<file path="config.mk">
export PLATFORM = sky130hd
export DESIGN_NAME = instr_fetch_unit
export DESIGN_NICKNAME = d
export VERILOG_FILES = /design/src/rtl/instr_fetch_unit.sv
export SDC_FILE = /design/constraint.sdc
export NUM_CORES = 1
export LEC_CHECK = 0
export CAP_MARGIN = 10
export CORE_MARGIN = 8
export CORE_UTILIZATION = 40
export CTS_BUF_LIST = sky130_fd_sc_hd__clkbuf_4 sky130_fd_sc_hd__clkbuf_8
export DETAILED_ROUTE_END_ITERATION = 16
export PLACE_DENSITY = 0.71
export SYNTH_ARGS = -nofsm -noshare
export SYNTH_HDL_FRONTEND = slang
export SYNTH_SLANG_ARGS = --single-unit
</file>
<file path="constraint.sdc">
create_clock -name clk -period 4.6 [get_ports clk]
set_input_delay 0.46 -clock clk [delete_from_list [all_inputs] [get_ports clk]]
set_output_delay 0.46 -clock clk [all_outputs]
set_load 0.02 [all_outputs]
</file>
<file path="src/rtl/instr_fetch_unit.sv">
// Instruction fetch unit for the single-issue MIPS core: owns the PC, fetches words over a
// req/ack memory handshake and hands them to decode over valid/ready, then picks the next PC.
module instr_fetch_unit #(
  parameter int                ADDR_W   = 32,
  parameter logic [ADDR_W-1:0] RESET_PC = 32'h0000_0000
) (
  input  logic              clk,
  input  logic              reset,
  output logic              imem_req,
  output logic [ADDR_W-1:0] imem_addr,
  input  logic              imem_ack,
  input  logic [31:0]       imem_rdata,
  output logic [31:0]       instr,
  output logic [5:0]        opcode,
  output logic              instr_valid,
  input  logic              instr_ready,
  output logic [ADDR_W-1:0] pc_plus4,
  input  logic              Branch,
  input  logic              zero,
  input  logic              Jump,
  input  logic              jal,
  input  logic              JumpReg,
  input  logic [ADDR_W-1:0] rs_data,
  output logic              misalign_err
);

  typedef enum logic {
    FETCH = 1'b0,
    ISSUE = 1'b1
  } stateT;

  stateT             state;
  stateT             nextState;
  logic              armed;
  logic [ADDR_W-1:0] pc;
  logic [ADDR_W-1:0] pcPlus4;
  logic [ADDR_W-1:0] nextPc;
  logic [ADDR_W-1:0] branchOffset;
  logic [ADDR_W-1:0] jumpTarget;
  logic [ADDR_W-1:0] regTarget;
  logic [31:0]       instrReg;
  logic              instrValidReg;
  logic              misalignReg;
  logic              fetchDone;
  logic              accept;
  logic              jumpSel;

  assign fetchDone = imem_req & imem_ack;
  assign accept    = instrValidReg & instr_ready;

  // NOTE: sequential state uses non-blocking assignments so every register samples pre-edge values.
  always_ff @(posedge clk or posedge reset) begin
    if (reset) state <= FETCH;
    else       state <= nextState;
  end

  // NOTE: every combinational output gets a default first so no path leaves it unassigned (no latch).
  always_comb begin
    nextState = state;
    case (state)
      FETCH: if (fetchDone) nextState = ISSUE;
      ISSUE: if (accept)    nextState = FETCH;
    endcase
  end

  // armed holds off the first request for one cycle after reset, so a stale ack is never taken.
  always_comb begin
    imem_req = 1'b0;
    if (state == FETCH && armed) imem_req = 1'b1;
  end

  assign pcPlus4      = pc + ADDR_W'(4);
  assign branchOffset = {{(ADDR_W-18){instrReg[15]}}, instrReg[15:0], 2'b00};
  assign jumpTarget   = {pcPlus4[ADDR_W-1:ADDR_W-4], instrReg[25:0], 2'b00};
  assign regTarget    = {rs_data[ADDR_W-1:2], 2'b00};

  // jal only adds the link write in the datapath; its target is the plain Jump target.
  assign jumpSel = Jump | (Jump & jal);

  always_comb begin
    nextPc = pcPlus4;
    if (JumpReg)              nextPc = regTarget;
    else if (jumpSel)         nextPc = jumpTarget;
    else if (Branch && zero)  nextPc = pcPlus4 + branchOffset;
  end

  always_ff @(posedge clk or posedge reset) begin
    if (reset) begin
      armed         <= 1'b0;
      pc            <= RESET_PC;
      instrReg      <= '0;
      instrValidReg <= 1'b0;
      misalignReg   <= 1'b0;
    end else begin
      armed <= 1'b1;
      if (fetchDone) begin
        instrReg      <= imem_rdata;
        instrValidReg <= 1'b1;
      end else if (accept) begin
        instrValidReg <= 1'b0;
        pc            <= nextPc;
        if (JumpReg && rs_data[1:0] != 2'b00) misalignReg <= 1'b1;
      end
    end
  end

  assign imem_addr    = pc;
  assign instr        = instrReg;
  assign opcode       = instrReg[31:26];
  assign instr_valid  = instrValidReg;
  assign pc_plus4     = pcPlus4;
  assign misalign_err = misalignReg;

endmodule

</file>
# --- Yosys cells after proc, flatten, opt, wreduce, memory -nomap -nowiden ---
# Index checks and enable logic that the tools add are counted.
word_totals:
  in_bits: 73
  reg_bits: 68
  word_cells: 30
op_classes:
  n_mux: 9
  reduce_logical: 7
  bitwise: 6
  addsub: 2
op_table:
  columns: ["cell", "n"]
  rows:
  - ["32-bit two-way mux", 3]
  - ["32-bit by 3-bit adder with 32-bit output, second input constant", 1]
  - ["32-bit adder", 1]
  - ["1-bit two-way mux", 5]
  - ["2-bit nonzero test", 2]
  - ["1-bit AND", 3]
  - ["1-bit logical AND", 3]
  - ["3-bit AND reduction", 1]
  - ["1-bit inverter", 2]
  - ["1-bit case mux with 2 select lines", 1]
  - ["2-bit AND reduction", 1]
  - ["1-bit bitwise OR", 1]

# --- Depth between registers and ports, before layout ---
# Gate-level depths: netlist (run 1).
logic_depth:
  depth_word: 6
  mapped_depth: 17

# --- Worst setup path before layout (run 1) ---
# No wires, ideal clock.
synth_timing:
  kind: "flip-flop to flip-flop"
  start: "register pc[2], in the netlist imem_addr[2]"
  end: "register pc[29], in the netlist imem_addr[29]"
  path_stages_with_launch: 18
  period_less_slack_ns: 4.087
  setup_time_ns: 0.082
  required_ns: 4.518
  slack_ns: 0.513
  arrival_time_ns: 4.005
  path_cell_list: "dfrtp_1 -> ha_1 -> and3_1 -> clkbuf_1 -> and3_1 -> nand4_1 -> xnor2_1 -> ha_1 -> buf_6 -> a21o_1 -> a221o_1 -> o211ai_2 -> nand3_1 -> o211ai_2 -> and2b_1 -> nor2b_1 -> o311a_1 -> o22ai_1"
synth_between:
  elab_chain_len: 5
synth_lines:
  columns: ["item", "line", "source"]
  rows:
  - ["start: declaration", "35", "logic [ADDR_W-1:0] pc;"]
  - ["start signal: assignment", "101", "pc <= nextPc;"]
  - ["32-bit by 3-bit adder with 32-bit output", "72", "assign pcPlus4 = pc + ADDR_W'(4);"]
  - ["via pc_plus4[18]", "17", "output logic [ADDR_W-1:0] pc_plus4,"]
  - ["32-bit adder", "84", "else if (Branch && zero) nextPc = pcPlus4 + branchOffset;"]
  - ["32-bit two-way mux", "84", null]
  - ["32-bit two-way mux", "83", "else if (jumpSel) nextPc = jumpTarget;"]
  - ["32-bit two-way mux", "82", "if (JumpReg) nextPc = regTarget;"]
# The timed path passes the listed nets, and every way through them passes these cells.
# A chain may end at the register's enable or synchronous reset.

# --- Final worst setup path (run 1) ---
layout_timing:
  start: "register pc[4], in the netlist imem_addr[4]"
  end: "register pc[27], in the netlist imem_addr[27]"
layout_between:
  elab_chain_len: 5
layout_lines:
  columns: ["item", "line"]
  rows:
  - ["32-bit by 3-bit adder with 32-bit output *", "72"]
  - ["32-bit adder", "84"]
  - ["32-bit two-way mux *", "84"]
  - ["32-bit two-way mux *", "83"]
  - ["32-bit two-way mux *", "82"]
# Every way passes the cells marked *; elsewhere a longest branch is shown, timed or not.

==> impl_metrics.toml, run 1 <==
[floorplan]
die-height_um = 132.6
rows = 42
start_util = 0.4107
core_mm2 = 0.01324
boundaryPins = 178
dieArea_mm2 = 0.01758
die_w_um = 132.6

[global_route]
grt_max_degree = 44
grt_pass1_wl_um = 30820
grt_overflow_total = 0
antenna_found_initial = 0
track_usage = 0.2142
first_global_vias = 5659

[cts]
clk_pin_slew_ns = 0.08
clock_latency_ns = 0.36
cts_hold_buf = 0
cts_buffers = 9
cts_tree = "built"
post_cts_buffers = 0
h-tree-depth = 3
clockBufferDepth = 2
root_buffer = "clkbuf_8"
post_cts_resized = 0
tritoncts_num_sinks = 66

[drt]
wl_per_cell_um = 19.67
firstDrtPassIters = 5
vias = 5561
antenna_left = 0
viasPerCell = 5.704
drt_wl_total_um = 19180
drt_iter0_drc = 384
post-route-drc-count = 0

[yosys]
post-synth-top-area-fraction = 0.3037
synth.avg_cell_area_um2 = 8.552
synth-warning-count = 0
yosys-top-cells-area = "dfrtp_1 30%, ha_1 8.3%, mux2_2 6.8%"
synth-seq-area-share = 0.3037
synth_area_mm2 = 0.005439
synth_top_area_cell = "dfrtp_1"
synth_edf_count = 0
async_flop_share = 1.000
ys_seq_elements = 66
synth_flop_cell = "dfrtp_1"
ys_types = 73
syn_inst = 636

[placement]
gp_congestion = 0.9018
dp_hpwl_um = 14730
portBuffers = 172
placed_area_mm2 = 0.007263

[power_and_ir_drop]
power_leakage_nw = 3.131
peakVddDrop_uv = 359.5
power.density_mw_per_mm2 = 738.2

[worst_setup_path]
path_class = "register to register"
cp.required_ns = 4.84
critPathArrivalTime_ns = 4.40
cp_cell_sequence = "and3_1 -> and4_1 -> nand3_2 -> nor2b_1 -> xor2_1 -> ha_1 -> and2_2 -> a221o_1 -> o211ai_2 -> nand3_1 -> o211ai_2 -> and2b_1 -> xor2_1 -> o21ai_0 -> a31o_2"
cp_slowest_cell = "dfrtp_1"
crit_fanout = 6
cp-start-kind = "register"
slowest_delay_ns = 0.45
cp-end-kind = "register"

[min_path]
hold_path_class = "register to register"

[cells_and_area]
area_growth_pct = 37.18
utilization = 0.5634
nets = 904
diodes = 0
stdcell_area_mm2 = 0.007461
drive_above_1_share = 0.1039

[sta]
min_period_over_period = 0.9028
tightest_slew_ns = 0.9689
timing.fmax_ghz = 0.2408
slew-limit-headroom = 0.3541
rsz0062_at_grt = "false"
skew_ns = 0.01302
setup_tns_ns = 0
fin_crit_ns = 4.153
finalSetupViolCount = 0
drv_slew = 0
hold_viol = 0

[flow_run]
max_cap_violations = 0

[outcome]
status = "finished clean"
-- path summary, 6_finish.rpt --
kind / slack, ns / start / cells after the start / endpoint
worst max-delay path: 0.45 / imem_addr[4]$_DFFE_PP0P_ / 15 / imem_addr[27]$_DFFE_PP0P_
worst min-delay path: 0.48 / misalign_err$_DFFE_PP0P_ / 1 / misalign_err$_DFFE_PP0P_
worst max register to register: 0.45 / imem_addr[4]$_DFFE_PP0P_ / 15 / imem_addr[27]$_DFFE_PP0P_
worst min register to register: 0.48 / misalign_err$_DFFE_PP0P_ / 1 / misalign_err$_DFFE_PP0P_
max in group asynchronous: 3.10 / reset / 3 / imem_addr[25]$_DFFE_PP0P_
min in group asynchronous: 0.54 / reset / 2 / instr[28]$_DFFE_PP0P_
-- sequential cells by signal, summed over array words and instances, names as in the netlist --
signal	cells
armed	1
instr	32
misalign_err	1
instr_valid	1
imem_addr	30
state	1
-- cells by family after synthesis --
group | after synthesis | share of synthesized area
and+or+nand+nor | 208 | 0.1827
AOI/OAI and AO/OA | 193 | 0.2335
DFF | 66 | 0.3037
buffers and inverters | 49 | 0.04647
xor gates and xnor gates | 47 | 0.07569
adders and majority gates | 37 | 0.08650
muxes | 34 | 0.07016
other | 2 | 0.001381
-- report_power, final --
group / internal (mW) / total, mW / switching (mW)
logic: 1.74 / 3.84 / 2.10
clock network: 0.259 / 0.515 / 0.256
registers: 0.815 / 1.15 / 0.338
-- worst max-delay path: cells and delay by family, from the launching register on --
family	cells	cell delay (ns)
compound gates	5	1.15
simple gates	7	1.55
xor+xnor	2	0.55
flops	1	0.45
fa+ha+maj	1	0.34
-- layout make-up --
| class | instances | area [um^2] |
|---|---|---|
| Timing Repair Buffer | 184 | 1812 |
| Inverter | 9 | 33.78 |
| Clock inverter | 6 | 66.31 |
| Sequential cell | 66 | 1652 |
| Multi-Input combinational cell | 524 | 3546 |
| Clock buffer | 10 | 131.4 |
| Fill cell | 1231 | 5782 |
| Tap cell | 176 | 220.2 |
-- through the flow --
step | std cells | setup WS, ns | power, mW | hold WS [ns]
6_report | 975 | 0.4469 | 5.507 | 0.4823
3_3_place_gp | 959 | 0.5995 | 4.891 | 0.4601
3_5_place_dp | 959 | 0.5669 | 4.955 | 0.4658
5_1_grt | 975 | 0.1347 | 5.901 | 0.5220
2_1_floorplan | 639 | 0.5130 | 3.568 | 0.4631
4_1_cts | 975 | 0.5075 | 5.503 | 0.4879
-- synthesized netlist by cell type, drive strengths merged, types with 13 or more instances --
master / n
a21oi: 58
nor2: 50
mux2: 33
nand3: 23
clkbuf: 26
ha: 36
buf: 14
dfrtp: 66
xor2: 21
xnor2: 26
o211ai: 13
a21o: 13
and3: 17
nand2: 67
o21ai: 48
-- cells in the final DEF (no fill, tap or decap), types with 4 or more instances in the layout --
| cell | instances |
|---|---|
| xor2_1 | 21 |
| or3_1 | 5 |
| nand4_1 | 11 |
| o31ai_1 | 4 |
| o311ai_0 | 4 |
| clkbuf_8 | 9 |
| nor3_1 | 8 |
| nand2b_1 | 7 |
| a21oi_1 | 56 |
| and3_1 | 17 |
| mux2_2 | 33 |
| o21bai_1 | 4 |
| o211ai_1 | 11 |
| nand3_1 | 22 |
| nand2_1 | 67 |
| ha_1 | 36 |
| a21o_1 | 11 |
| clkdlybuf4s50_1 | 172 |
| a211oi_1 | 10 |
| buf_4 | 12 |
| o21a_1 | 6 |
| inv_1 | 7 |
| dfrtp_1 | 66 |
| conb_1 | 5 |
| a31oi_1 | 4 |
| o21ai_0 | 46 |
| nor2_1 | 50 |
| xnor2_1 | 26 |
-- routing by layer --
metal  part of all wire  global-route usage  vias up
met5                  0                   0        -
met4             0.0091             0.04227        0
met3              0.083             0.07078       17
met2               0.48              0.3591      205
met1               0.43              0.2624     2707
li1                   -                   -     2632
Note: power is estimated with default switching activity, not from simulation.
==> inputs of run 2 (changes only) <==
--- a/config.mk
+++ b/config.mk
@@ -5,7 +5,7 @@
 export SDC_FILE = /design/constraint.sdc
 export NUM_CORES = 1
 export LEC_CHECK = 0
-export CAP_MARGIN = 10
+export CAP_MARGIN = 20
 export CORE_MARGIN = 8
 export CORE_UTILIZATION = 40
 export CTS_BUF_LIST = sky130_fd_sc_hd__clkbuf_4 sky130_fd_sc_hd__clkbuf_8
==> results of run 2 <==
Same layout as run 1: the final DEF is identical, and so are final timing and power.
